--- config.mk ---
export PLATFORM = sky130hd
export DESIGN_NAME = tt_row_cmp
export DESIGN_NICKNAME = d
export VERILOG_FILES = /design/src/rtl/tt_row_cmp.sv
export SDC_FILE = /design/constraint.sdc
export NUM_CORES = 1
export LEC_CHECK = 0
export ABC_AREA = 1
export CAP_MARGIN = 40
export CORE_AREA = 2 2 39 41
export DETAILED_ROUTE_END_ITERATION = 16
export DIE_AREA = 0 0 41 43
export MAX_ROUTING_LAYER = met4
export PLACE_DENSITY_LB_ADDON = 0.3
export REMOVE_ABC_BUFFERS = 1
export SETUP_SLACK_MARGIN = 0.2
export SLEW_MARGIN = 10
export SYNTH_ARGS = -nofsm -noshare
export SYNTH_HDL_FRONTEND = slang
export SYNTH_SLANG_ARGS = --single-unit
--- constraint.sdc ---
create_clock -name vclk -period 1.05
set_input_delay 0.1575 -clock vclk [all_inputs]
set_output_delay 0.1575 -clock vclk [all_outputs]
set_load 0.01 [all_outputs]
--- src/rtl/tt_row_cmp.sv ---
// Per-row comparator used while walking the table: flags a row whose
// observed value disagrees with the reference and produces the updated
// mismatch count and first-error index.
module tt_row_cmp #(
  parameter int N_IN = 2
) (
  input  logic            obs_bit,
  input  logic            exp_bit,
  input  logic [N_IN-1:0] idx,
  input  logic [N_IN:0]   cnt,
  input  logic [N_IN-1:0] first_idx,
  output logic [N_IN:0]   cnt_next,
  output logic [N_IN-1:0] first_next
);

  logic row_err;

  // The first-error index is loaded only while the count is still zero,
  // so later mismatches never overwrite the lowest failing row.
  always_comb begin
    row_err    = obs_bit ^ exp_bit;
    cnt_next   = cnt + (N_IN + 1)'(row_err);
    first_next = first_idx;
    if (row_err && (cnt == '0)) begin
      first_next = idx;
    end
  end

endmodule

Yosys cells after proc, flatten, opt, wreduce, memory -nomap -nowiden
Cells that the tools add are included.
Operators by class
  reductions and logical operators: 2
  add/subtract/negate cells: 1
  mux-type cells: 1
  bitwise operators: 1
Operators by type and width (number)
  $add A3 B1 Y3: 1
  $logic_not A3 Y1: 1
  $mux W2: 1
  $logic_and A1 B1 Y1: 1
  $xor A1 B1 Y1: 1
Word-level totals
  register bits after elaboration: 0
  word-level logic and storage cells: 5
  input port bits: 9
  output and inout bits: 5

Depth between registers and ports, before layout
Gate-level depths: netlist of the first run.
  depth in word-level cells: 3
  depth in mapped cells: 6
  depth with buffers taken out: 6

Least setup slack after synthesis of the first run
No wires, ideal clock.
  path type: input port to output port
  from: input port exp_bit
  to: output port cnt_next[2]
  data required time: 0.892 ns
  path slack: 0.011 ns
  data arrival time: 0.881 ns
  stages on the path: 6
  buffers on the path: 0
  path through: inv_1 -> nand2_1 -> nand2_2 -> ha_1 -> ha_1 -> xor2_1
Between the ends
  longest elaborated chain between the ends: 2
RTL lines
  from (decl): line 8  | input logic exp_bit,
  $xor A1 B1 Y1: line 21  | row_err = obs_bit ^ exp_bit;
  $add A3 B1 Y3: line 22  | cnt_next = cnt + (N_IN + 1)'(row_err);
  to (decl): line 12  | output logic [N_IN:0] cnt_next,
No other way between the ends.

Worst setup path in the final report of the first run
  from: input port obs_bit
  to: output port cnt_next[2]
Between the ends
  longest elaborated chain between the ends: 2
RTL lines
  from (decl): line 7  | input logic obs_bit,
  $xor A1 B1 Y1: line 21
  $add A3 B1 Y3: line 22
No other way between the ends.

==> results of run 1 <==
-- per-layer routing --
| metal | track usage [%] | vias to the layer above | wire length (microns) |
|---|---|---|---|
| met5 | - | - | 0 |
| met4 | 0 | 0 | 0 |
| met3 | 0 | 0 | 29 |
| met2 | 5.94 | 7 | 166 |
| met1 | 4.75 | 68 | 128 |
| li1 | - | 91 | - |
-- worst max-delay path, cell delays in order --
cell	delay [ns]
buf_8	0.10
nand2_4	0.06
nand2_4	0.05
ha_4	0.15
ha_4	0.14
xor2_1	0.13
buf_2	0.14
-- kinds of logic after synthesis --
group                      after synthesis  share of synthesized area (%)
buffers and inverters                    4                           13.8
and+or+nand+nor                         12                           55.2
adders and majority gates                2                           23.0
xor gates and xnor gates                 1                           8.05
-- layout by cell type (no fill, tap or decap) --
master / n
buf_8: 2
nand2_2: 3
nand3_1: 2
nand2_1: 2
buf_6: 3
xor2_1: 1
buf_2: 5
inv_2: 2
ha_4: 2
clkdlybuf4s15_1: 1
inv_4: 2
clkdlybuf4s50_1: 4
nand2_4: 4
nor2_4: 1
buf_4: 1
-- final cells by class --
class                           instances  area [sq um]
Fill cell                             163          1050
Timing Repair Buffer                   16           146
Inverter                                4          20.0
Tap cell                               16          20.0
Multi-Input combinational cell         15           151
-- report_power, final --
group / switching (uW) / total [uW] / internal, uW / leakage (uW)
sequential: 0 / 0 / 0 / 0
combinational: 60.6 / 148 / 86.9 / 0.000168
clock: 0 / 0 / 0 / 0
total: 60.6 / 148 / 86.9 / 0.000168
-- metrics by stage --
stage          hold WS [ns]  std cells  setup slack, ns  power (uW)  utilization (%)
2_1_floorplan         0.395         19           0.0114        40.2                -
3_3_place_gp           1.31         50           -0.949         119             20.0
3_5_place_dp           1.29         50           -0.939         118             20.0
4_1_cts               0.734         51          -0.0705         132             22.2
5_1_grt               0.669         51           -0.109         157             24.4
6_report              0.656         51          -0.0476         148             24.4
-- what timing repair did --
item	in CTS	in global routing
resized for setup	48	16
setup endpoints to repair	5	5
pin swaps	6	5
hold buffers	0	0
setup buffers	1	0
-- worst max path at each step --
stage	endpoint	slack [ns]	cells past startpoint	start
after floorplan	cnt_next[2]	0.01	6	exp_bit
after global placement	cnt_next[2]	-0.95	8	exp_bit
after detailed placement	cnt_next[2]	-0.94	8	exp_bit
after CTS	cnt_next[2]	-0.07	8	obs_bit
after global routing	cnt_next[2]	-0.11	8	exp_bit
final	cnt_next[2]	-0.05	7	obs_bit
==> qor.csv, run 1 <==
metric,value,unit
status,finished with violations,
failing checks,negative setup slack,
vias in the first global route,132,
Starting Density,7.87,%
WL/cell,6.33,microns
Synth Area per Inst,5.73,sq um
sequential fraction of the synthesis area,0,%
Worst Setup Path Type,primary input to output pin,
initial antenna violation count,0,
Initial DRC Count,0,
Die ar.,1760,sq um
"area leader, netlist",nand2_1,
library cells used by synthesis,7,
post-route setup slack,-0.0476,ns
Residual DRC,0,
DIE WIDTH,41,microns
worst hold path class,primary input to output pin,
Ys Warns,0,
Die Height,43,microns
cell area after synthesis,109,sq um
Slew headroom,89.1,%
Max VDD drop,0.127,mV
ranking of synthesized cells by area,"nand2_1 24%, ha_1 23%, inv_1 14%",
Tmin final,1.10,ns
Hold Path Depth,3,
num sequential,0,
Routed WL,323,microns
placer's final routability congestion estimate,0.552,
most instantiated library cell after synthesis,nand2_1,
largest net degree at the start of global routing,4,
crit path max fanout,2,
Final Max Slew Viols,0,
setup_tns,-0.0476,ns
FMAX,0.911,GHz
Post-Synthesis Cells,19,
"Req. time, crit path",0.89,ns
core area,1380,sq um
Yosys top cell area share,24.1,%
Worst Hold Launch,cnt[1],
Via Count,166,
clock buffers,0,
DP Area,277,sq um
CP Capture Type,output pin,
first-pass GRT wire length,469,microns
Rows,14,
Synth top cells by count,"7 x nand2_1, 4 x inv_1, 2 x ha_1, 2 x nand2_2, 2 x nand3_1",
Hold Path Sink,cnt_next[1],
num ports,14,
Max-Cap Viols,0,
port bufs,14,
RSZ-0062 raised after global routing,yes,
final hold vios,0,
GRT Resource Usage Total,3.48,%
area delta synth->final,210,%
area occupied by registers,0,sq um
number of nets in the layout,48,
Static Leak,0.000168,uW
slew of the pin with the lowest slew margin,0.163,ns
Pwr Density,437,nW/um^2
# setup viols final,1,
drt pass-1 iters,1,
Finished Cell Area,338,sq um
number of nets still failing antenna checks after routing,0,
worst path arrival time,0.94,ns
diode count,0,
period utilization,105,%
grt total ovfl,0,
Worst setup SP type,primary input,
vias per inst,3.25,
share of post-route cells with drive strength above 1,71.4,%
Power figures use the tool's default switching activity.
==> run 2, diff against run 1 <==
--- a/config.mk
+++ b/config.mk
@@ -11,10 +11,10 @@
 export DETAILED_ROUTE_END_ITERATION = 16
 export DIE_AREA = 0 0 41 43
 export MAX_ROUTING_LAYER = met4
-export PLACE_DENSITY_LB_ADDON = 0.3
+export PLACE_DENSITY = 0.44
 export REMOVE_ABC_BUFFERS = 1
 export SETUP_SLACK_MARGIN = 0.2
-export SLEW_MARGIN = 10
+export SLEW_MARGIN = 15
 export SYNTH_ARGS = -nofsm -noshare
 export SYNTH_HDL_FRONTEND = slang
 export SYNTH_SLANG_ARGS = --single-unit
==> run 2 against run 1 <==
  * The flow still finishes with violations (negative setup slack)
  * Via count is 2.4% higher
  * Global-route usage is 1.0 points higher
  * Combinational power hardly changed
  * Total power is 0.57% lower
  * Setup slack better by 0.0025 ns
  * Sequential share of layout area stayed put
  * Die area stayed put
  * Final cell count stayed put
  * Maximum frequency is 0.22% higher
  * Sequential cell count stayed put
  * Hold slack worse by 0.047 ns
  * Final area is 0.74% higher
  * Largest cell class unchanged
  * Highest routed layer unchanged
==> qor.csv, run 2 (synthesis results as in run 1) <==
metric,value,unit,change
status,finished with violations,,
failing checks,negative setup slack,,
Slowest Stage Delay on Critical Path,0.15,ns,about the same
Hold Path Depth,3,,unchanged
Pwr Density,431,nW/um^2,-1.3%
DIE WIDTH,41,microns,unchanged
"Req. time, crit path",0.89,ns,about the same
WL met1,114,microns,-11%
vias per inst,3.33,,+2.4%
final hold vios,0,,unchanged
cell chain of the critical path,"buf_8, nand2_4, nand2_4, ha_4, ha_4, xor2_1, buf_2",,
Layout Cells excl Fill,51,,unchanged
worst hold path class,primary input to output pin,,
number of nets still failing antenna checks after routing,0,,unchanged
Worst Hold Launch,cnt[1],,
Die ar.,1760,sq um,unchanged
RSZ-0062 raised after global routing,yes,,
Die Height,43,microns,unchanged
placer's final routability congestion estimate,0.519,,-5.9%
Met2 Wirelength,249,microns,+50%
vias in the first global route,158,,+20%
highest routed layer,met3,,
Slew headroom,91.5,%,+2.4 points
drt pass-1 iters,1,,unchanged
period utilization,104,%,-0.23 points
crit path max fanout,2,,unchanged
worst path arrival time,0.94,ns,about the same
setup_tns,-0.0451,ns,+0.00245 ns
post-route setup slack,-0.0451,ns,+0.00245 ns
# setup viols final,1,,unchanged
area delta synth->final,213,%,
number of fill cells in the layout,162,,-0.61%
num ports,14,,unchanged
Max VDD drop,0.0790,mV,-38%
grt total ovfl,0,,unchanged
Max-Cap Viols,0,,unchanged
first-pass GRT wire length,593,microns,+26%
Static Leak,0.000177,uW,+5.5%
Initial DRC Count,0,,unchanged
Starting Density,7.87,%,unchanged
GRT Resource Usage Total,4.50,%,+1.0 points
Final Max Slew Viols,0,,unchanged
port bufs,14,,unchanged
initial antenna violation count,0,,unchanged
Hold Path Sink,cnt_next[1],,
Slowest cell on crit path,ha_4,,
post-DP HPWL,293,microns,
largest net degree at the start of global routing,4,,unchanged
Residual DRC,0,,unchanged
WL/cell,7.37,microns,+16%
Via Count,170,,+2.4%
met3 WL post-DR,12,microns,-59%
FMAX,0.913,GHz,+0.22%
Final Hold Slack,0.609,ns,-0.0473 ns
Worst Setup Path Type,primary input to output pin,,
diode count,0,,unchanged
share of post-route cells with drive strength above 1,74.3,%,+2.9 points
most frequent cells in the layout,"5 x buf_6, 4 x nand2_4, 4 x dlygate4sd2_1, 3 x nand2_2, 3 x buf_2",,
core area,1380,sq um,unchanged
clock buffers,0,,unchanged
"commonest non-fill, non-tap cell in the layout",buf_6,,
dpl cells,50,,unchanged
DP Area,277,sq um,unchanged
Finished Cell Area,340,sq um,+0.74%
Worst setup SP type,primary input,,
area occupied by registers,0,sq um,unchanged
num sequential,0,,unchanged
slew of the pin with the lowest slew margin,0.127,ns,-0.0360 ns
number of nets in the layout,48,,unchanged
Rows,14,,unchanged
Routed WL,376,microns,+16%
CP Capture Type,output pin,,
Tmin final,1.10,ns,-0.00245 ns
[run 2: cell count changes in the layout (fill, tap and decap cells not counted)]
cell	previous run	this run
clkdlybuf4s50_1	4	0
dlygate4sd2_1	0	4
buf_2	5	3
buf_6	3	5
clkbuf_2	0	1
clkdlybuf4s15_1	1	0
[run 2: worst max-delay path by stage]
stage / from / end / cells past startpoint
after detailed placement: obs_bit / cnt_next[2] / 8
final: obs_bit / cnt_next[2] / 7
after floorplan: exp_bit / cnt_next[2] / 6
after global placement: exp_bit / cnt_next[2] / 8
after global routing: exp_bit / cnt_next[2] / 8
after CTS: obs_bit / cnt_next[2] / 8
[run 2: area by class of cell]
type | instances | area, sq um | share of cell area [%]
inverters | 4 | 20.0 | 5.88
multi-input cells | 15 | 151 | 44.5
well taps | 16 | 20.0 | 5.88
repair buffers | 16 | 149 | 43.8
[run 2: critical path: cells and delay by family]
family	cells	cell delay [ns]
adder cells (fa/ha/maj)	2	0.29
buffers and inverters	2	0.23
XOR/XNOR	1	0.13
AND/OR/NAND/NOR	2	0.12
[run 2: stage by stage]
stage / total power (uW) / util [%] / worst slack [ns]
after floorplan: 40.2 / - / 0.0114
after global placement: 118 / 20.0 / -0.938
after detailed placement: 118 / 20.0 / -0.945
after CTS: 126 / 21.2 / -0.0720
after global routing: 159 / 24.6 / -0.0803
final: 147 / 24.6 / -0.0451
[run 2: where the power goes]
| part | internal, uW | switching, uW | leakage (uW) |
|---|---|---|---|
| sequential | 0 | 0 | 0 |
| clock | 0 | 0 | 0 |
| combinational | 85.3 | 61.3 | 0.000177 |
[run 2: metal layers]
metal,vias up,track usage [%]
met3,0,0
li1,89,-
met2,2,8.44
met1,79,5.38
met4,0,0
met5,-,-
[run 2: repair_timing]
action                                  in CTS  in global routing
hold buffers                                 0                  0
setup buffers                                0                  1
resized for setup                           59                 14
pin swaps                                   10                  9
endpoints found under the setup margin       5                  5
==> RTL change (config.mk and constraints of run 1) <==
The parameter `N_IN` goes from 2 to 4.
--- a/src/rtl/tt_row_cmp.sv
+++ b/src/rtl/tt_row_cmp.sv
@@ -3,5 +3,5 @@
 // mismatch count and first-error index.
 module tt_row_cmp #(
-  parameter int N_IN = 2
+  parameter int N_IN = 4
 ) (
   input  logic            obs_bit,
Interface: changed (5 resized); port bits go from 14 to 24. No check against the original RTL was run, so the function may have changed too.
==> RTL change against run 1 <==
  * The flow still finishes with violations (negative setup slack)
  * Cell area is 58% higher
  * Final cell count grew 55%
  * Routed wire length grew 120%
  * Worst hold slack better by 0.0046 ns
  * Worst setup slack got worse by 0.098 ns
  * Area after synthesis up 68%
  * Non-clock buffer count up 13
  * Critical path depth increased by 1
  * Total power rose by 51%
  * Via count grew 87%
==> RTL change: results (changes against run 1) <==
<table>
<tr><th>Metric</th><th>Value</th></tr>
<tr><th colspan="2">Setup path</th></tr>
<tr><td>Critical-path maximum fanout</td><td>2 (unchanged)</td></tr>
<tr><td>Data arrival at the endpoint of the critical path</td><td>1.04 ns (+0.10 ns)</td></tr>
<tr><td>Cell at the slowest stage of the critical path</td><td>ha_4</td></tr>
<tr><th colspan="2">Finish</th></tr>
<tr><td>Number of diodes</td><td>0 (unchanged)</td></tr>
<tr><td>Sequential cell count of the final layout</td><td>0 (unchanged)</td></tr>
<tr><td>Nets</td><td>82 (+71%)</td></tr>
<tr><td>Ratio of cells with drive above 1 in the final layout</td><td>68.3% (-3.2 points)</td></tr>
<tr><th colspan="2">Place</th></tr>
<tr><td>Routability congestion estimate</td><td>0.615 (+11%)</td></tr>
<tr><td>Half-perimeter wire length of the detailed placement result</td><td>between 500 and 600 µm</td></tr>
<tr><td>IO buf count</td><td>24 (+10)</td></tr>
<tr><td>Post-Place Worst Slack</td><td>-1.09 ns (-0.150 ns)</td></tr>
<tr><th colspan="2">Global route</th></tr>
<tr><td>Global-route met2 utilization</td><td>18.8% (+13 points)</td></tr>
<tr><td>Via count of the first global-routing pass</td><td>315 (+140%)</td></tr>
<tr><td>Overall routing resource usage</td><td>10.0% (+6.6 points)</td></tr>
<tr><td>Grt met1 use</td><td>12.0% (+7.3 points)</td></tr>
<tr><td>Largest net degree at the start of global routing</td><td>6 (+2)</td></tr>
<tr><td>First-pass GRT wire length</td><td>1290 µm (+180%)</td></tr>
<tr><th colspan="2">Timing</th></tr>
<tr><td>Final worst slack</td><td>-0.145 ns (-0.0978 ns)</td></tr>
<tr><td>Count of final setup violators</td><td>7 (+6)</td></tr>
<tr><td>Slew Limit Headroom</td><td>91.2% (+2.1 points)</td></tr>
<tr><td>Setup TNS Final</td><td>-0.595 ns (-0.547 ns)</td></tr>
<tr><th colspan="2">Detailed routing</th></tr>
<tr><td>Routed Wire Length</td><td>713 µm (+120%)</td></tr>
<tr><td>Via total after detailed routing</td><td>310 (+87%)</td></tr>
<tr><td>Residual antenna-violating net count after detailed routing</td><td>0 (unchanged)</td></tr>
<tr><th colspan="2">Status</th></tr>
<tr><td>Run status</td><td>finished with violations</td></tr>
<tr><td>Failing checks</td><td>negative setup slack</td></tr>
<tr><th colspan="2">Pwr</th></tr>
<tr><td>Worst supply voltage drop on vdd</td><td>184 µV (+44%)</td></tr>
<tr><td>Static Leak</td><td>0.249 nW (+48%)</td></tr>
<tr><th colspan="2">Logic synthesis</th></tr>
<tr><td>Count of different cell masters after synthesis</td><td>11 (+4)</td></tr>
<tr><td>Leading post-synthesis cells by instance count</td><td>nand2_1 (11), nand3_1 (8), inv_1 (5)</td></tr>
<tr><td>Leading post-synthesis cells by cell area</td><td>nand2_1 (23%), nand3_1 (22%), ha_1 (14%)</td></tr>
</table>
RTL change: final timing paths:
check | depth (start not counted) | slack [ns] | startpoint | endpoint
worst max-delay path | 8 | -0.15 | obs_bit | cnt_next[4]
worst min-delay path | 3 | 0.66 | cnt[3] | cnt_next[3]
RTL change: critical path, delay by kind of cell:
kind                       cells  cell delay (ns)
adders and majority gates      2             0.32
buffers and inverters          2             0.24
xor gates and xnor gates       1             0.13
and+or+nand+nor                3             0.19
RTL change: power by group:
group / total [W] / internal (W) / leakage, nW / switching, W
Combinational: 0.000222 / 0.000126 / 0.249 / 0.0000962
Sequential: 0 / 0 / 0 / 0
Clock: 0 / 0 / 0 / 0
Total: 0.000222 / 0.000126 / 0.249 / 0.0000962
RTL change: stage by stage:
step / total power [W] / hold WS, ns / cells / area (µm²)
floorplan: 0.0000609 / 0.391 / 34 / 183
global placement: 0.000188 / 1.28 / 77 / 465
detailed placement: 0.000189 / 1.28 / 77 / 465
CTS: 0.000204 / 0.648 / 79 / 497
global route: 0.000241 / 0.680 / 79 / 534
finish: 0.000222 / 0.661 / 79 / 534
RTL change: cell type report:
cell class | instances | area [µm²]
tap | 16 | 20.0
multi-input combinational | 28 | 253
timing repair buffer | 29 | 234
fill | 156 | 850
inverter | 6 | 27.5
RTL change: kinds of logic after synthesis:
| family | count (synthesis) | synth area share (%) |
|---|---|---|
| buffers and inverters | 6 | 12.3 |
| XOR/XNOR | 3 | 14.4 |
| adder cells (fa/ha/maj) | 2 | 13.7 |
| AND/OR/NAND/NOR | 23 | 59.6 |
RTL change: repair_timing:
item,in CTS,in global routing
buffers inserted,2,0
resized for setup,86,11
pin swaps,17,10
setup endpoints to repair,9,9
RTL change: routing by layer:
layer / vias up / share of wire (%)
met5: - / 0
met4: 0 / 0
met3: 0 / 5.3
met2: 10 / 62
met1: 134 / 32
li1: 166 / -
